$ cat config.mk
export PLATFORM = sky130hd
export DESIGN_NAME = axi4lite_master
export DESIGN_NICKNAME = d
export VERILOG_FILES = /design/src/rtl/axi4lite_master.sv
export SDC_FILE = /design/constraint.sdc
export NUM_CORES = 1
export LEC_CHECK = 0
export ABC_CLOCK_PERIOD_IN_PS = 2260
export BUFFER_PORTS_ARGS = -buffer_cell sky130_fd_sc_hd__buf_4
export CORE_UTILIZATION = 48
export DETAILED_ROUTE_END_ITERATION = 10
export PLACE_DENSITY_LB_ADDON = 0.12
export SETUP_SLACK_MARGIN = 0.4
export SYNTH_ARGS = -nofsm -noshare
export SYNTH_HDL_FRONTEND = slang
export SYNTH_SLANG_ARGS = --single-unit
$ cat constraint.sdc
create_clock -name A_CLK -period 2.26 [get_ports A_CLK]
set_input_delay 0.339 -clock A_CLK [delete_from_list [all_inputs] [get_ports A_CLK]]
set_output_delay 0.339 -clock A_CLK [all_outputs]
set_load 0.02 [all_outputs]
$ cat src/rtl/axi4lite_master.sv
// Single-outstanding AXI4-Lite master: turns one command into one AXI write or
// read burst-free transaction and returns the slave's data/response.
module axi4lite_master #(
  parameter int ADDR_W = 32,
  parameter int DATA_W = 32
) (
  input  logic              A_CLK,
  input  logic              A_RSTn,
  // command / response side
  input  logic              CMD_VALID,
  output logic              CMD_READY,
  input  logic              CMD_WRITE,
  input  logic [ADDR_W-1:0] CMD_ADDR,
  input  logic [DATA_W-1:0] CMD_WDATA,
  output logic              RSP_VALID,
  input  logic              RSP_READY,
  output logic [DATA_W-1:0] RSP_RDATA,
  output logic [1:0]        RSP_RESP,
  // AXI write channels
  output logic              AW_VALID,
  input  logic              AW_READY,
  output logic [ADDR_W-1:0] AW_ADDR,
  output logic              W_VALID,
  input  logic              W_READY,
  output logic [DATA_W-1:0] W_DATA,
  input  logic              B_VALID,
  output logic              B_READY,
  input  logic [1:0]        B_RESP,
  // AXI read channels
  output logic              AR_VALID,
  input  logic              AR_READY,
  output logic [ADDR_W-1:0] AR_ADDR,
  input  logic              R_VALID,
  output logic              R_READY,
  input  logic [DATA_W-1:0] R_DATA,
  input  logic [1:0]        R_RESP
);

  typedef enum logic [2:0] {
    IDLE,
    WR_REQ,
    WR_RESP,
    RD_REQ,
    RD_RESP,
    DONE
  } state_t;

  state_t state;

  // NOTE: every register here updates with <= so all outputs see the
  // pre-edge values of each other; blocking = would create ordering races.
  always_ff @(posedge A_CLK or negedge A_RSTn) begin
    if (!A_RSTn) begin
      state     <= IDLE;
      CMD_READY <= 1'b0;
      RSP_VALID <= 1'b0;
      RSP_RDATA <= '0;
      RSP_RESP  <= 2'b00;
      AW_VALID  <= 1'b0;
      AW_ADDR   <= '0;
      W_VALID   <= 1'b0;
      W_DATA    <= '0;
      B_READY   <= 1'b0;
      AR_VALID  <= 1'b0;
      AR_ADDR   <= '0;
      R_READY   <= 1'b0;
    end else begin
      case (state)
        IDLE: begin
          CMD_READY <= 1'b1;
          if (CMD_VALID && CMD_READY) begin
            CMD_READY <= 1'b0;
            if (CMD_WRITE) begin
              AW_ADDR  <= CMD_ADDR;
              W_DATA   <= CMD_WDATA;
              AW_VALID <= 1'b1;
              W_VALID  <= 1'b1;
              state    <= WR_REQ;
            end else begin
              AR_ADDR  <= CMD_ADDR;
              AR_VALID <= 1'b1;
              state    <= RD_REQ;
            end
          end
        end

        WR_REQ: begin
          // A low VALID here means that channel's handshake already happened.
          if (AW_VALID && AW_READY) AW_VALID <= 1'b0;
          if (W_VALID && W_READY)   W_VALID  <= 1'b0;
          if ((!AW_VALID || AW_READY) && (!W_VALID || W_READY)) begin
            B_READY <= 1'b1;
            state   <= WR_RESP;
          end
        end

        WR_RESP: begin
          if (B_VALID && B_READY) begin
            B_READY   <= 1'b0;
            RSP_RESP  <= B_RESP;
            RSP_RDATA <= '0;
            RSP_VALID <= 1'b1;
            state     <= DONE;
          end
        end

        RD_REQ: begin
          if (AR_VALID && AR_READY) begin
            AR_VALID <= 1'b0;
            R_READY  <= 1'b1;
            state    <= RD_RESP;
          end
        end

        RD_RESP: begin
          if (R_VALID && R_READY) begin
            R_READY   <= 1'b0;
            RSP_RDATA <= R_DATA;
            RSP_RESP  <= R_RESP;
            RSP_VALID <= 1'b1;
            state     <= DONE;
          end
        end

        DONE: begin
          if (RSP_VALID && RSP_READY) begin
            RSP_VALID <= 1'b0;
            CMD_READY <= 1'b1;
            state     <= IDLE;
          end
        end

        default: begin
          state     <= IDLE;
          CMD_READY <= 1'b0;
        end
      endcase
    end
  end

endmodule

==> impl_metrics.tcl <==
set metrics [dict create \
    vias 4162 \
    finalSetupViolations 0 \
    syn_nets 530 \
    ys_seq_area_share_pct 60.6 \
    start_util_pct 50.0 \
    synth_compound_area_share_pct 6.35 \
    die_area_sq_um 12500 \
    rows 39 \
    rsz0062_at_grt "false" \
    timing.rr.start "state[2]" \
    antenna-diode-count 0 \
    end_kind "register" \
    layout_commonest_cell "buf_4" \
    area_growth_pct 44.8 \
    grt_pass1_vias 4154 \
    synth_top_family_by_area "multiplexers" \
    worstSetupPathDepth 5 \
    cts_setup_buffers 0 \
    io_pins 247 \
    r2r_end "state[0]" \
    min_to "AR_VALID" \
    first_iter_violations 223 \
    firstDrtPassIters 7 \
    io_buffers 246 \
    drv_slew 0 \
    slowest_stage "dfrtp_2" \
    grt_max_degree 70 \
    status "complete, but fails checks" \
    synth_cell_types 38 \
    fin_crit_sh_pct 80.2 \
    syn_inst 420 \
    worstPathCellList "buf_4 > or3b_4 > a21o_1 > o2111ai_2 > mux2_1" \
    holdPathStages 2 \
    antenna_left 0 \
    ir_worst_vdd_uv 827 \
    tns_ps 0 \
    p_leak_nw 4.27 \
    skew_ps 5.53 \
    syn_avg_cell_area_sq_um 13.8 \
    synth_async_sr_flop_share_pct 100 \
    drc 17 \
    cp.arrival_ps 2100 \
    fin_nets 785 \
    place.gp.congestion 0.810 \
    power_density_nw_per_um2 1430 \
    placed_area_sq_um 7790 \
    holdCritPathClass "in2reg" \
    fin_crit_ps 1810 \
    cp-start-kind "register" \
    wl_per_cell_microns 16.4 \
    synthAdderAreaFrac_pct 0 \
    clockBufferDepth 2 \
    core_sq_um 11600 \
    fin_area_sq_um 8370 \
    clk_pin_slew_worst_paths_ps 50 \
    h-tree-depth 4 \
    violations "DRC" \
    synth_seq_cells 140 \
    synth_enable_flop_cells 0 \
    clock.fmax_ghz 0.552 \
    yosys_most_used_dff "dfrtp_1" \
    cts-root-buf "clkbuf_16" \
    wl_mm 13.6 \
    cp_data_required_time_ps 2550 \
    crit_fanout 10 \
    worstMarginPinSlew_ps 532 \
    min-delay-start "AR_READY" \
    reg2reg_depth 5 \
    grt_pass1_wl_mm 21.9 \
    cp_num_buf_inv 1 \
    netlist_area_sq_um 5780 \
    ys_warn_count 0 \
    layout-drive-gt1-share_pct 54.6 \
    cts_tree "built" \
    reg2reg_slack_ps 450 \
    crit_type "reg2reg" \
    die_height_microns 112 \
    worstSkewPairLatency_ps 410 \
    mostFrequentLayoutCells "253 x buf_4, 138 x dfrtp_1, 77 x nand2_1, 39 x mux2_2, 38 x mux2_4" \
    cp_slowest_stage_delay_ps 440 \
    die_x_microns 112 \
    viasPerCell 5.01 \
    grt.total_usage_pct 22.8 \
    cap_violations 0 \
    slew_headroom_pct 64.5 \
    synthXorXnorAreaFrac_pct 0 \
    place_hpwl_mm 9.63 \
    antenna_found_initial 0 \
    synth_mux_area_share_pct 21.7 \
    gr-total-overflow 0 \
    cts.sinks 140 \
    critical-path-top-delay-family "flip-flops" \
    hold_viol_final 0 \
    numCtsBuffers 17 \
    synth-simple-area-share_pct 7.86 \
]
## stage by stage
step	instances	total power [W]	utilization [%]	hold WS [ps]	worst slack, ps
2_1_floorplan	420	0.00718	-	43.4	576
4_1_cts	830	0.0121	72.2	131	446
3_3_place_gp	798	0.00928	67.3	336	490
3_5_place_dp	798	0.00942	67.3	336	412
6_report	830	0.0120	72.3	148	448
5_1_grt	830	0.0126	72.3	143	399
## state kept, by name, indices dropped and copies added (netlist names), 2 cells and up
register and flops:
AW_ADDR 32, RSP_RDATA 32, W_DATA 32, state 3, RSP_RESP 2, AR_ADDR 32
## synth_stat cells, types with 4 or more instances
cell / count / area share (%)
buf_2: 5 / 0.43
buf_4: 4 / 0.52
buf_6: 9 / 1.8
clkbuf_1: 6 / 0.39
dfrtp_1: 140 / 61
inv_1: 5 / 0.32
mux2_1: 20 / 3.9
mux2_2: 39 / 7.6
mux2_4: 38 / 9.9
nand2_1: 77 / 5.0
nor2_1: 4 / 0.26
o21ai_0: 37 / 3.2
## metal layers
layer  GRT usage, %  part of all wire [%]  up-vias
met5              0                     0        -
met4           9.55                   2.1        0
met3           6.86                   8.2       24
met2           36.8                    49      169
met1           28.6                    41     2004
li1               -                     -     1965
## cell type report
cell class	count	area (sq um)
multi-input cells	251	2080
fillers	817	3200
repair buffers	260	2020
clock buffers	25	495
inverters	5	18.8
well taps	143	179
clock inverters	6	61.3
flip-flops and latches	140	3510
## logic make-up (layout without fill, tap and decap cells)
group / count (synthesis) / in the layout
flops: 140 / 140
mux: 99 / 99
buf+inv: 29 / 296
simple gates: 94 / 94
compound gates: 58 / 58
## worst max path at each step
stage / start / end / slack [ps]
2_1_floorplan: state[1] / AR_ADDR[10] / 580
6_report: state[2] / state[0] / 450
5_1_grt: state[2] / state[0] / 400
3_3_place_gp: state[2] / state[0] / 490
4_1_cts: state[2] / state[0] / 450
3_5_place_dp: state[1] / W_DATA[29] / 410
## where the power goes
| part | switching (W) | total (W) | internal [W] |
|---|---|---|---|
| Combinational | 0.00266 | 0.00524 | 0.00258 |
| Clock | 0.000982 | 0.00260 | 0.00162 |
| Sequential | 0.000630 | 0.00416 | 0.00353 |
| Total | 0.00427 | 0.0120 | 0.00773 |
## what timing repair did
action                     in CTS  in global routing
setup endpoints to repair       8                  5
pin swaps                       0                  0
hold buffers                    1                  0
resized for setup               1                  3
hold endpoints to repair       53                  0
(Power assumes the default switching activity.)
